[src/rtl/mdu_iter.sv]
// -----------------------------------------------------------------------------
// mdu_iter -- iterative RV32M multiply/divide unit
//
// Multi-cycle companion to the execute-stage ALU. One operation is accepted
// per start pulse. Multiplies use a radix-2 shift-add over a 2*XLEN-bit
// accumulator. Divides use a restoring algorithm that trial-subtracts into
// an XLEN+1-bit value. Signed operands are reduced to magnitudes when the
// operation is accepted, and the sign is corrected in the final FIX cycle.
//
// Parameters
//   XLEN    operand/result width (even, >= 8)
//   TAGW    width of the pass-through destination tag
//
// Ports
//   clk       rising-edge clock
//   Rst       synchronous active-high reset (wins over flush and start)
//   start     request, sampled only while idle
//   flush     abort any operation in flight (wins over start)
//   op        funct3: MUL, MULH, MULHSU, MULHU, DIV, DIVU, REM, REMU
//   a, b      rs1 / rs2 operands
//   in_tag    destination tag, captured with start
//   busy      high from the accepting edge until the edge that raises done
//   done      one-cycle result-valid pulse
//   res       result, held until the next completed operation
//   out_tag   tag of the completed operation, held after done
//
// Build option
//   MDU_EARLY_OUT_EN  When this macro is defined, three cases skip the
//                     iterations and go from IDLE straight to FIX:
//                       - divide by zero
//                       - signed overflow
//                       - a multiply with a zero operand
//                     These cases return in 2 edges. Without the macro,
//                     every operation takes XLEN+2 edges.
// -----------------------------------------------------------------------------
module mdu_iter #(
    parameter int XLEN = 32,
    parameter int TAGW = 5
) (
    input  logic            clk,
    input  logic            Rst,
    input  logic            start,
    input  logic            flush,
    input  logic [2:0]      op,
    input  logic [XLEN-1:0] a,
    input  logic [XLEN-1:0] b,
    input  logic [TAGW-1:0] in_tag,
    output logic            busy,
    output logic            done,
    output logic [XLEN-1:0] res,
    output logic [TAGW-1:0] out_tag
);

    localparam int CNTW = $clog2(XLEN);

    localparam logic [2:0] OP_MUL    = 3'b000;
    localparam logic [2:0] OP_MULH   = 3'b001;
    localparam logic [2:0] OP_MULHSU = 3'b010;
    localparam logic [2:0] OP_MULHU  = 3'b011;
    localparam logic [2:0] OP_DIV    = 3'b100;
    localparam logic [2:0] OP_DIVU   = 3'b101;
    localparam logic [2:0] OP_REM    = 3'b110;
    localparam logic [2:0] OP_REMU   = 3'b111;

    typedef enum logic [1:0] {
        S_IDLE = 2'd0,
        S_CALC = 2'd1,
        S_FIX  = 2'd2
    } state_t;

    // ------------------------------------------------------------------
    // State
    // ------------------------------------------------------------------
    state_t              state_q,   state_d;
    logic [CNTW-1:0]     cnt_q,     cnt_d;
    logic [2:0]          op_q,      op_d;
    logic [TAGW-1:0]     tag_q,     tag_d;
    logic                neg_q,     neg_d;      // product / quotient sign
    logic                rneg_q,    rneg_d;     // remainder sign (sign of a)
    logic                dz_q,      dz_d;       // divide by zero
    // Multiply: {partial product high, multiplier shifting out low}.
    // Divide:   low half holds the dividend, which shifts out while
    //           quotient bits shift in.
    logic [2*XLEN-1:0]   acc_q,     acc_d;
    logic [XLEN-1:0]     opb_q,     opb_d;      // multiplicand / divisor magnitude
    logic [XLEN-1:0]     rem_q,     rem_d;      // partial remainder
    logic                done_q,    done_d;
    logic [XLEN-1:0]     res_q,     res_d;
    logic [TAGW-1:0]     out_tag_q, out_tag_d;

    // ------------------------------------------------------------------
    // Operand conditioning at capture time
    // ------------------------------------------------------------------
    logic            a_sgn, b_sgn;
    logic            neg_a, neg_b;
    logic [XLEN-1:0] mag_a, mag_b;
    logic            is_div_in;
    logic            div_zero_in;

    always_comb begin
        // MUL is signed*signed. Its low half would be the same either way.
        a_sgn = (op == OP_MUL) || (op == OP_MULH) || (op == OP_MULHSU) ||
                (op == OP_DIV) || (op == OP_REM);
        b_sgn = (op == OP_MUL) || (op == OP_MULH) ||
                (op == OP_DIV) || (op == OP_REM);
        neg_a = a_sgn & a[XLEN-1];
        neg_b = b_sgn & b[XLEN-1];
        mag_a = neg_a ? -a : a;
        mag_b = neg_b ? -b : b;
        is_div_in   = op[2];
        div_zero_in = is_div_in & (b == '0);
    end

`ifdef MDU_EARLY_OUT_EN
    localparam logic [XLEN-1:0] MIN_NEG = {1'b1, {(XLEN-1){1'b0}}};

    logic              ovf_in;
    logic              mul_zero_in;
    logic              early_in;
    logic [2*XLEN-1:0] early_acc;
    logic [XLEN-1:0]   early_rem;

    // Preload acc and rem with the final magnitudes. FIX then applies
    // exactly the same sign correction as it does after a full run.
    always_comb begin
        ovf_in      = ((op == OP_DIV) || (op == OP_REM)) &&
                      (a == MIN_NEG) && (b == '1);
        mul_zero_in = ~op[2] & ((a == '0) || (b == '0));
        early_in    = div_zero_in | ovf_in | mul_zero_in;
        early_acc   = '0;
        early_rem   = '0;
        if (div_zero_in) begin
            early_acc = {{XLEN{1'b0}}, {XLEN{1'b1}}};
            early_rem = mag_a;
        end else if (ovf_in) begin
            early_acc = {{XLEN{1'b0}}, MIN_NEG};
        end
    end
`endif

    // ------------------------------------------------------------------
    // One iteration of each algorithm
    // ------------------------------------------------------------------
    logic [XLEN:0]   mul_sum;
    logic [XLEN:0]   div_shift;
    logic [XLEN:0]   div_trial;
    logic            div_ge;

    always_comb begin
        mul_sum   = {1'b0, acc_q[2*XLEN-1:XLEN]} +
                    (acc_q[0] ? {1'b0, opb_q} : '0);
        div_shift = {rem_q, acc_q[XLEN-1]};
        div_trial = div_shift - {1'b0, opb_q};
        // The top bit of the XLEN+1-bit trial acts as the borrow.
        div_ge    = ~div_trial[XLEN];
    end

    // ------------------------------------------------------------------
    // Final sign correction and result selection
    // ------------------------------------------------------------------
    logic [2*XLEN-1:0] prod_fix;
    logic [XLEN-1:0]   quo_fix;
    logic [XLEN-1:0]   rem_fix;
    logic [XLEN-1:0]   res_sel;

    always_comb begin
        prod_fix = neg_q ? -acc_q : acc_q;
        // Division by zero must return all ones whatever the operand signs.
        quo_fix  = (neg_q & ~dz_q) ? -acc_q[XLEN-1:0] : acc_q[XLEN-1:0];
        rem_fix  = rneg_q ? -rem_q : rem_q;
        unique case (op_q)
            OP_MUL:                        res_sel = prod_fix[XLEN-1:0];
            OP_MULH, OP_MULHSU, OP_MULHU:  res_sel = prod_fix[2*XLEN-1:XLEN];
            OP_DIV, OP_DIVU:               res_sel = quo_fix;
            default:                       res_sel = rem_fix;   // REM, REMU
        endcase
    end

    // ------------------------------------------------------------------
    // Next-state logic
    // ------------------------------------------------------------------
    always_comb begin
        state_d   = state_q;
        cnt_d     = cnt_q;
        op_d      = op_q;
        tag_d     = tag_q;
        neg_d     = neg_q;
        rneg_d    = rneg_q;
        dz_d      = dz_q;
        acc_d     = acc_q;
        opb_d     = opb_q;
        rem_d     = rem_q;
        done_d    = 1'b0;
        res_d     = res_q;
        out_tag_d = out_tag_q;

        unique case (state_q)
            S_IDLE: begin
                if (start && !flush) begin
                    state_d = S_CALC;
                    cnt_d   = '0;
                    op_d    = op;
                    tag_d   = in_tag;
                    neg_d   = neg_a ^ neg_b;
                    rneg_d  = neg_a;
                    dz_d    = div_zero_in;
                    rem_d   = '0;
                    if (is_div_in) begin
                        acc_d = {{XLEN{1'b0}}, mag_a};
                        opb_d = mag_b;
                    end else begin
                        acc_d = {{XLEN{1'b0}}, mag_b};
                        opb_d = mag_a;
                    end
`ifdef MDU_EARLY_OUT_EN
                    if (early_in) begin
                        state_d = S_FIX;
                        acc_d   = early_acc;
                        rem_d   = early_rem;
                    end
`endif
                end
            end

            S_CALC: begin
                cnt_d = cnt_q + 1'b1;
                if (op_q[2]) begin
                    rem_d = div_ge ? div_trial[XLEN-1:0] : div_shift[XLEN-1:0];
                    acc_d = {acc_q[2*XLEN-1:XLEN], acc_q[XLEN-2:0], div_ge};
                end else begin
                    acc_d = {mul_sum, acc_q[XLEN-1:1]};
                end
                if (cnt_q == CNTW'(XLEN - 1)) begin
                    state_d = S_FIX;
                end
            end

            S_FIX: begin
                res_d     = res_sel;
                out_tag_d = tag_q;
                done_d    = 1'b1;
                state_d   = S_IDLE;
            end

            default: state_d = S_IDLE;
        endcase

        // A flush drops the operation in flight and keeps the visible result.
        if (flush) begin
            state_d   = S_IDLE;
            done_d    = 1'b0;
            res_d     = res_q;
            out_tag_d = out_tag_q;
        end
    end

    // ------------------------------------------------------------------
    // Registers
    // ------------------------------------------------------------------
    always_ff @(posedge clk) begin
        if (Rst) begin
            state_q   <= S_IDLE;
            cnt_q     <= '0;
            op_q      <= '0;
            tag_q     <= '0;
            neg_q     <= 1'b0;
            rneg_q    <= 1'b0;
            dz_q      <= 1'b0;
            acc_q     <= '0;
            opb_q     <= '0;
            rem_q     <= '0;
            done_q    <= 1'b0;
            res_q     <= '0;
            out_tag_q <= '0;
        end else begin
            state_q   <= state_d;
            cnt_q     <= cnt_d;
            op_q      <= op_d;
            tag_q     <= tag_d;
            neg_q     <= neg_d;
            rneg_q    <= rneg_d;
            dz_q      <= dz_d;
            acc_q     <= acc_d;
            opb_q     <= opb_d;
            rem_q     <= rem_d;
            done_q    <= done_d;
            res_q     <= res_d;
            out_tag_q <= out_tag_d;
        end
    end

    assign busy    = (state_q != S_IDLE);
    assign done    = done_q;
    assign res     = res_q;
    assign out_tag = out_tag_q;

endmodule

[config.mk]
export PLATFORM = sky130hd
export DESIGN_NAME = mdu_iter
export DESIGN_NICKNAME = d
export VERILOG_FILES = /design/src/rtl/mdu_iter.sv
export SDC_FILE = /design/constraint.sdc
export NUM_CORES = 1
export LEC_CHECK = 0
export ABC_AREA = 1
export BUFFER_PORTS_ARGS = -buffer_cell sky130_fd_sc_hd__buf_2
export CAP_MARGIN = 20
export CORE_MARGIN = 2
export CORE_UTILIZATION = 25
export DETAILED_ROUTE_END_ITERATION = 7
export HOLD_SLACK_MARGIN = 0.12
export PLACE_DENSITY = 0.39
export SYNTH_ARGS = -nofsm -noshare
export SYNTH_HDL_FRONTEND = slang
export SYNTH_SLANG_ARGS = --single-unit
[constraint.sdc]
create_clock -name clk -period 3.52 [get_ports clk]
set_clock_uncertainty 0.05 [all_clocks]
set_input_delay 0.352 -clock clk [delete_from_list [all_inputs] [get_ports clk]]
set_output_delay 0.352 -clock clk [all_outputs]
set_load 0.02 [all_outputs]
## Word level (Yosys, flattened, before mapping)

Cells that the tools add are included.

| storage, ports and cells | value |
|---|---|
| memories | 0 |
| RAM bits | 0 |
| register bits | 184 |
| memory bits (read-only) | 0 |
| latch bits | 0 |
| logic and storage cells | 91 |

| operators by class | value |
|---|---|
| add/sub/neg operators | 8 |
| $mul | 0 |
| reductions and logical operators | 23 |
| shift operators | 0 |
| multiplexer cells | 22 |
| eq/ne operators | 16 |
| order comparisons | 0 |
| bitwise logic cells | 8 |
| divide/modulo/power cells | 0 |

Operator list:

| cell | number |
|---|---|
| 32-bit 2-to-1 mux | 10 |
| 64-bit 2-to-1 mux | 3 |
| 32-bit negation | 4 |
| 64-bit case mux with 2 select lines | 1 |
| 32-bit case mux with 3 select lines | 1 |
| 64-bit negation | 1 |
| 32-bit case mux with 2 select lines | 1 |
| 32-bit by 32-bit adder with 33-bit output | 1 |
| 33-bit by 32-bit subtractor with 33-bit output | 1 |
| 32-bit logical NOT | 1 |
| 3-bit == test (second input constant) | 4 |
| 5-bit case mux with 2 select lines | 1 |
| 3-bit by 2-bit == test with 1-bit output (second input constant) | 3 |
| 2-bit inequality test (second input constant) | 4 |
| 2-bit AND reduction | 4 |
| 3-bit by 1-bit == test with 1-bit output (second input constant) | 2 |
| 3-bit logical NOT | 2 |
| 1-bit logical OR | 6 |
| 3-bit AND reduction | 2 |
| 5-bit by 1-bit adder with 5-bit output (second input constant) | 1 |
| 5-bit == test (second input constant) | 1 |
| 5-bit 2-to-1 mux | 1 |
| 1-bit bitwise AND | 4 |
| 2-bit 2-to-1 mux | 2 |
| other kinds (12) | 16 |

## Longest topological paths before layout

Gate-level depths: netlist of the first run.

| logic depth | value |
|---|---|
| depth in word-level cells | 10 |
| depth in mapped cells | 18 |
| depth with buffers taken out | 17 |

## Worst setup path before layout of the first run

No wires, ideal clock.

| path | value |
|---|---|
| kind | register to register |
| from | reg acc_q[31] |
| to | reg rem_q[10] |
| arrival | 2.257 ns |
| setup slack | 1.073 ns |
| required time | 3.329 ns |
| clock period less this slack | 2.447 ns |
| cell stages (with the launch flop) | 19 |
| setup time | 0.141 ns |
| cells stage by stage | dfxtp_1 inv_1 ha_1 fa_1 inv_1 nand3_1 nand2_2 nand2_1 nand2_2 nand2_1 nand2_2 nand2_4 nand2_4 nand2_4 nand2_4 buf_6 nand2_2 nand3_2 a21oi_2 |

| between the ends | value |
|---|---|
| word-level cells in the longest chain between the ends | 4 |

RTL lines:

| item | line | source |
|---|---|---|
| start: declaration | 84 | `logic [2*XLEN-1:0] acc_q, acc_d;` |
| start signal: assignment | 269 | `acc_q <= '0;` |
| start signal: assignment | 283 | `acc_q <= acc_d;` |
| 33-bit by 32-bit subtractor with 33-bit output | 153 | `div_trial = div_shift - {1'b0, opb_q};` |
| 32-bit 2-to-1 mux | 228 | `rem_d = div_ge ? div_trial[XLEN-1:0] : div_shift[XLEN-1:0];` |
| 32-bit 2-to-1 mux | 227 | `if (op_q[2]) begin` |
| 32-bit case mux with 2 select lines | 197 | `unique case (state_q)` |
| end signal: assignment | 285 | `rem_q <= rem_d;` |
| end: declaration | 86 | `logic [XLEN-1:0] rem_q, rem_d;` |

Every way passes these cells. The select of a mux whose other input is x is not followed.
A chain may end at the register's enable or synchronous reset.

## Worst setup path in the final report of the first run

| path | value |
|---|---|
| from | reg acc_q[0] |
| to | reg acc_q[61] |

| between the ends | value |
|---|---|
| word-level cells in the longest chain between the ends | 4 |

RTL lines:

| item | line | source |
|---|---|---|
| 32-bit 2-to-1 mux | 151 | `(acc_q[0] ? {1'b0, opb_q} : '0);` |
| 32-bit by 32-bit adder with 33-bit output | 150 | `mul_sum = {1'b0, acc_q[2*XLEN-1:XLEN]} +` |
| 64-bit 2-to-1 mux | 227 |  |
| 64-bit case mux with 2 select lines | 197 |  |

Every way passes these cells. The select of a mux whose other input is x is not followed.

==> results of run 1 <==
placed cells by master (no fill, tap or decap), types with 21 or more instances in the layout:
| cell type | n |
|---|---|
| ha_1 | 70 |
| dfxtp_1 | 183 |
| nor3_1 | 33 |
| a21oi_1 | 293 |
| nand4_1 | 36 |
| o21ai_0 | 176 |
| nand3b_1 | 21 |
| nor2_1 | 358 |
| a221oi_1 | 30 |
| xor2_1 | 61 |
| nand3_1 | 308 |
| inv_1 | 429 |
| buf_2 | 113 |
| buf_4 | 40 |
| o211ai_1 | 28 |
| nand2_1 | 1044 |
| o21ai_1 | 22 |
critical path: stages, from the launching register on:
cell and delay, ns:
dfxtp_1 0.44, nand2_1 0.12, inv_1 0.07, ha_1 0.25
inv_1 0.10, fa_1 0.45, o21ai_1 0.19, a21boi_0 0.14
o21ai_1 0.47, nand3_1 0.18, nand2_1 0.10, nand2_1 0.05
nand3_1 0.06, a21oi_1 0.06
repair_timing:
action | in CTS | in global routing
hold endpoints to repair | 7 | 0
setup endpoints to repair | 0 | 0
hold buffers | 6 | 0
setup buffers | 0 | 0
power by group through the flow:
stage	combinational, mW	sequential [mW]	clock, mW
finish	2.16	2.30	2.06
global route	2.42	2.31	2.18
CTS	2.17	2.30	2.13
detailed placement	2.15	2.35	0
global placement	2.16	2.35	0
floorplan	1.47	2.25	0
cell type report:
type / count / area, um^2 / area share
diodes: 1 / 2.50 / 0.000117
inverters: 443 / 1660 / 0.0775
clock buffers: 17 / 425 / 0.0198
well taps: 1030 / 1290 / 0.0601
repair buffers: 161 / 966 / 0.0450
flip-flops and latches: 184 / 3680 / 0.172
multi-input cells: 2673 / 13300 / 0.619
clock inverters: 14 / 154 / 0.00717
cells by family after synthesis:
| group | Yosys count |
|---|---|
| simple gates | 1896 |
| compound gates | 626 |
| buf+inv | 575 |
| flops | 184 |
| xor+xnor | 79 |
| fa+ha+maj | 72 |
metal layers:
layer	global-route usage	share of wire	up-vias	wire [um]
li1	-	-	11200	-
met1	0.338	0.51	10000	46100
met2	0.356	0.43	519	39300
met3	0.0242	0.040	55	3600
met4	0.0627	0.024	2	2190
met5	0	0.00014	-	13
flip-flops by register name, summed over array words and instances (netlist names):
name     flops
neg_q        1
state_q      2
rneg_q       1
opb_q       32
done         1
acc_q       64
tag_q        5
res         32
out_tag      5
dz_q         1
op_q         3
rem_q       32
cnt_q        5
final timing paths:
kind / startpoint / end / cells past startpoint
worst max-delay path: acc_q[0]$_SDFFE_PP0P_ / acc_q[61]$_SDFFE_PP0P_ / 13
worst min-delay path: in_tag[0] / tag_q[0]$_SDFFE_PP0P_ / 3
worst max register to register: acc_q[0]$_SDFFE_PP0P_ / acc_q[61]$_SDFFE_PP0P_ / 13
worst min register to register: res[11]$_SDFFE_PP0P_ / res[11]$_SDFFE_PP0P_ / 2
stage by stage:
stage / instances / setup slack (ns) / util / instance area [um^2] / hold WS [ns]
after floorplan: 3432 / 1.07 / - / 19200 / 0.387
after global placement: 4485 / 0.629 / 0.274 / 20800 / 0.404
after detailed placement: 4485 / 0.621 / 0.274 / 20800 / 0.402
after CTS: 4522 / 0.604 / 0.282 / 21500 / 0.137
after global routing: 4522 / 0.293 / 0.282 / 21500 / 0.143
final: 4523 / 0.637 / 0.282 / 21500 / 0.159
==> summary.md, run 1 <==
| Metric | Value |
|---|---|
| Outcome | finished clean |
| Final Total Pwr | around 6.5 mW |
| Layout cells sized above 1 | 0.0865 |
| H-tree levels | 4 |
| Final Max Slew Viols | 0 |
| Sw Ratio | 0.423 |
| Clk slew on worst S/H paths | 0.08 ns |
| Psw | 2.76 mW |
| Max-cap viol count | 0 |
| Sequential fraction of the synthesis area | 0.192 |
| Initial antenna violation count | 2 |
| FF-to-FF setup slack | 0.64 ns |
| Mapped Nets | between 3000 and 4000 |
| Row count | 101 |
| Relative slew slack | 0.426 |
| Combinational share of power | 0.331 |
| ANT nets after route | 0 |
| Area Growth Syn to Fin | 11.9% |
| Reg power frac | 0.353 |
| Synth Area in Compound Gates | 0.185 |
| Endpoints failing setup | 0 |
| Max IR drop VDD | 426 uV |
| Maximum fanout along the worst path | 4 |
| Clk root buf | clkbuf_16 |
| Max Clk Rate | 347 MHz |
| Most common cell in the netlist | nand2_1 |
| Internal Pwr Total | around 3.8 mW |
| PwrDens | 304 nW/um^2 |
| TritonCTS buffer count | 17 |
| Worst setup EP type | flop |
| Final TNS setup | 0 ns |
| Mean Syn Cell Area | between 5 and 6 um^2 |
| Worst Tran Pin Value | 0.860 ns |
| Vias | ~22000 |
| DR DRC count | 0 |
| Syn Inst Count | 3432 |
| Synth Area in Simple Gates | 0.421 |
| RSZ-0062 raised after global routing | false |
| Global-route wire length before repair | 136000 um |
| Tmin final | 2.88 ns |
| Area contributors post-synth | nand2_1 (20%), dfxtp_1 (19%), inv_1 (8.4%) |
| Number of I/O pins | 115 |
| Post_cts resized | 0 |
| Fin. Hold Viols | 0 |
| Largest family of logic cells by synthesized area | simple AND/OR/NAND/NOR gates |
| Vias in the first global route | 20700 |
| HPWL after DPL | 74500 um |
| Drt wl/cell | 20.2 um |
| Remaining Overflow, GRT | 0 |
| Synth area leader | nand2_1 |
| Library cells used by synthesis | 54 |
| CTS tree | built |
| Final wirelength | 91200 um |
| Ys Warns | 0 |
| Commonest cells post-synth | nand2_1 (1044), inv_1 (430), nor2_1 (364) |
| CP Launch Type | flop |
| Mux cell area share after synthesis | 0 |
| CORE AREA | 75900 um^2 |
| Critical Path RT | about 3.8 ns |
| Asr flop ratio synth | 0 |
| Die width | around 280 um |
| Clk pwr share | 0.316 |
| Initial core utilization | 0.252 |
| Vias per cell | 4.83 |
| Pin count of the biggest net entering global routing | 114 |
| Synth top area share | 0.204 |
| Fin crit share | 0.819 |
| Class of the worst hold path | in -> reg |
| Mapped Area | 19200 um^2 |
| Post-Synth XOR/XNOR Area | 0.0361 |
| Number of synthesized register bits | 184 |
| Later-pin clock latency in the skew report | 0.51 ns |
| All-Layer GR Usage | 0.231 |
| Worst Path Arrival | 3.20 ns |
| Clk buf depth | 2 |
| Synth Area in Adders | 0.0478 |
| Filler cells | 8878 |
| First-pass DRT Iterations | 5 |
| CTS sink count | 184 |
| Drt first-iter violations | 1785 |
| RD Place Congestion | 0.872 |
| Port Buf Inserts | 114 |
| WS Path Type | reg -> reg |
| EDFF count, synth | 0 |
| Main synth FF type | dfxtp_1 |
| Leak pwr | 10.6 nW |
| Die Y | 281 um |
| # nets final | 3628 |
| Die area | approximately 80000 um^2 |
(Power assumes the default switching activity.)
==> run 2: changes to the inputs <==
--- a/config.mk
+++ b/config.mk
@@ -12,7 +12,7 @@
 export CORE_UTILIZATION = 25
 export DETAILED_ROUTE_END_ITERATION = 7
 export HOLD_SLACK_MARGIN = 0.12
-export PLACE_DENSITY = 0.39
+export PLACE_DENSITY = 0.4
 export SYNTH_ARGS = -nofsm -noshare
 export SYNTH_HDL_FRONTEND = slang
 export SYNTH_SLANG_ARGS = --single-unit
==> constraint.sdc (replaced) <==
create_clock -name clk -period 2.6 [get_ports clk]
set_clock_uncertainty 0.05 [all_clocks]
set_input_delay 0.26 -clock clk [delete_from_list [all_inputs] [get_ports clk]]
set_output_delay 0.26 -clock clk [all_outputs]
set_load 0.02 [all_outputs]
==> run 2 against run 1 <==
Worst hold slack better by 0.024 ns. Worst setup slack worse by 0.53 ns. Fmax is 16% higher. Largest cell class unchanged. Die area stayed put. Design area is 9.2% higher.
==> summary.md, run 2 (synthesis gave the netlist of run 1 again) <==
| Metric | Value |
|---|---|
| Outcome | finished clean (unchanged) |
| RSZ-0062 raised after global routing | true (was false) |
| Final Max Slew Viols | 0 (unchanged) |
| Fin crit share | 0.959 (was 0.819) |
| WS Path Type | reg -> reg (unchanged) |
| Critical path's most frequent cell | a21oi_1 (was nand2_1) |
| Die area | 78900 um^2 (unchanged) |
| H-tree levels | 4 (unchanged) |
| Clk buf depth | 2 (unchanged) |
| CTS sink count | 184 (unchanged) |
| Crit-path cells | buf_4 -> buf_6 -> nand2_1 -> inv_1 -> ha_1 -> a21oi_1 -> o21ai_0 -> inv_1 -> nand2_1 -> a21oi_1 -> o21ai_0 -> or2_2 -> nand3_1 -> a21oi_1 (was nand2_1 -> inv_1 -> ha_1 -> inv_1 -> fa_1 -> o21ai_1 -> a21boi_0 -> o21ai_1 -> nand3_1 -> nand2_1 -> nand2_1 -> nand3_1 -> a21oi_1) |
| Later-pin clock latency in the skew report | 0.50 ns (was 0.51 ns) |
| PwrDens | 408 nW/um^2 (was 304 nW/um^2) |
| Max Clk Rate | 401 MHz (was 347 MHz) |
| Number of I/O pins | 115 (unchanged) |
| Leak pwr | 11.7 nW (was 10.6 nW) |
| Final wirelength | 93800 um (was 91200 um) |
| Fin. Hold Viols | 0 (unchanged) |
| # nets final | 3828 (was 3628) |
| FF-to-FF setup slack | 0.11 ns (was 0.64 ns) |
| Slowest CP cell | ha_1 (was o21ai_1) |
| Max IR drop VDD | 590 uV (was 426 uV) |
| Row count | 101 (unchanged) |
| Setup ws final | 0.106 ns (was 0.637 ns) |
| Post-route design area | 23400 um^2 (was 21500 um^2) |
| Post-Layout Cell Count | 4724 (was 4523) |
| RD Place Congestion | 0.922 (was 0.872) |
| Placed Cells incl. Taps | 4675 (was 4485) |
| Commonest non-fill, non-tap cell in the layout | nand2_1 (unchanged) |
| Layout cells sized above 1 | 0.151 (was 0.0865) |
| Drt first-iter violations | 1795 (was 1785) |
| Initial core utilization | 0.252 (unchanged) |
| Vias | 22800 (was 21800) |
| Endpoints failing setup | 0 (unchanged) |
| Global-route wire length before repair | 140000 um (was 136000 um) |
| Vias per cell | 4.84 (was 4.83) |
| Vias in the first global route | 21600 (was 20700) |
| CTS tree | built (unchanged) |
| CORE AREA | 75900 um^2 (unchanged) |
| Max reg flops | 64 (unchanged) |
| Max-cap viol count | 0 (unchanged) |
| Remaining Overflow, GRT | 0 (unchanged) |
| Die Y | 281 um (unchanged) |
| Clk slew on worst S/H paths | 0.08 ns (about the same) |
| All-Layer GR Usage | 0.237 (was 0.231) |
| TritonCTS buffer count | 17 (unchanged) |
| Dpl ws | 0.00388 ns (was 0.621 ns) |
| HPWL after DPL | 77400 um (was 74500 um) |
| Relative slew slack | 0.555 (was 0.426) |
| Worst setup EP type | flop (unchanged) |
| First-pass DRT Iterations | 8 (was 5) |
| Drt wl/cell | 19.9 um (was 20.2 um) |
| Critical Path RT | 2.91 ns (was 3.83 ns) |
| ANT nets after route | 0 (unchanged) |
| Hold Slack | 0.183 ns (was 0.159 ns) |
| CP Launch Type | flop (unchanged) |
| Commonest cells after routing, fill and taps aside | nand2_1 (1034), inv_1 (429), nor2_1 (348), nand3_1 (306), a21oi_1 (282) (was nand2_1 (1044), inv_1 (429), nor2_1 (358), nand3_1 (308), a21oi_1 (293)) |
| Initial antenna violation count | 1 (was 2) |
| Die width | 281 um (unchanged) |
| Tmin final | 2.49 ns (was 2.88 ns) |
| Area Growth Syn to Fin | 22.2% (was 11.9%) |
| Class of the worst hold path | in -> reg (unchanged) |
| Worst Path Arrival | 2.80 ns (was 3.20 ns) |
| Pin count of the biggest net entering global routing | 114 (unchanged) |
| Largest register by flop count | acc_q (unchanged) |
| Post-layout util | 0.308 (was 0.282) |
| Maximum fanout along the worst path | 12 (was 4) |
| Port Buf Inserts | 114 (unchanged) |
| Max stage delay on crit path | 0.34 ns (was 0.47 ns) |
| DR DRC count | 0 (unchanged) |
| Clk root buf | clkbuf_16 (unchanged) |
| Placed inst area | 22300 um^2 (was 20800 um^2) |
| Worst Tran Pin Value | 0.667 ns (was 0.860 ns) |
[run 2: cell types whose count changed in the layout (fill, tap and decap cells not counted), moves of 8 or more]
cell | before | now
buf_4 | 40 | 221
a21oi_1 | 293 | 282
a21oi_2 | 13 | 23
nand2_1 | 1044 | 1034
nand2_2 | 20 | 30
nor2_1 | 358 | 348
o21ai_0 | 176 | 166
ha_1 | 70 | 61
nor2_2 | 19 | 28
buf_12 | 2 | 10
[run 2: critical path, delay by kind of cell, from the launching register on]
| kind | cells | cell delay (ns) |
|---|---|---|
| AND/OR/NAND/NOR | 4 | 0.50 |
| adder cells (fa/ha/maj) | 1 | 0.34 |
| AO/OA/AOI/OAI | 5 | 0.72 |
| flip-flops | 1 | 0.31 |
| buffers and inverters | 4 | 0.47 |
[run 2: per-layer routing]
metal  share of wire  wire length (um)  track usage
met3           0.045              4180       0.0218
met4           0.021              1940       0.0581
met2            0.44             41100        0.368
met5         0.00014                13            0
met1            0.50             46600        0.348
[run 2: cell type report]
class	count	area [um^2]
multi-input cells	2674	13500
clock buffers	18	429
diodes	1	2.50
fillers	8719	52500
repair buffers	360	2590
well taps	1030	1290
clock inverters	14	228
flip-flops and latches	184	3690
inverters	443	1660
[run 2: what timing repair did]
action / CTS / global route
gates cloned: 0 / 1
pin swaps: 0 / 12
endpoints found under the setup margin: 2 / 63
hold endpoints to repair: 11 / 0
hold buffers: 12 / 0
gates resized for setup: 2 / 81
buffers inserted: 0 / 3
[run 2: where the power goes]
group | total, mW | switching, mW | internal, mW
Clock | 3.11 | 1.38 | 1.73
Combinational | 3.36 | 2.24 | 1.11
Sequential | 3.09 | 0.184 | 2.91
Total | 9.56 | 3.81 | 5.75
[run 2: worst paths after layout]
check                                             start                       to  cells after the start
worst max-delay path              acc_q[0]$_SDFFE_PP0P_   acc_q[49]$_SDFFE_PP0P_                     14
worst min-delay path                               a[7]    opb_q[7]$_SDFFE_PP0P_                      6
worst max register to register    acc_q[0]$_SDFFE_PP0P_   acc_q[49]$_SDFFE_PP0P_                     14
worst min register to register  out_tag[2]$_SDFFE_PP0P_  out_tag[2]$_SDFFE_PP0P_                      2
[run 2: per-stage QoR]
stage                     TNS [ns]  power (mW)
final                            0        9.56
after global routing        -0.135        10.1
after CTS                        0        9.55
after detailed placement         0        6.40
after global placement     -0.0200        6.42
after floorplan                  0        5.03
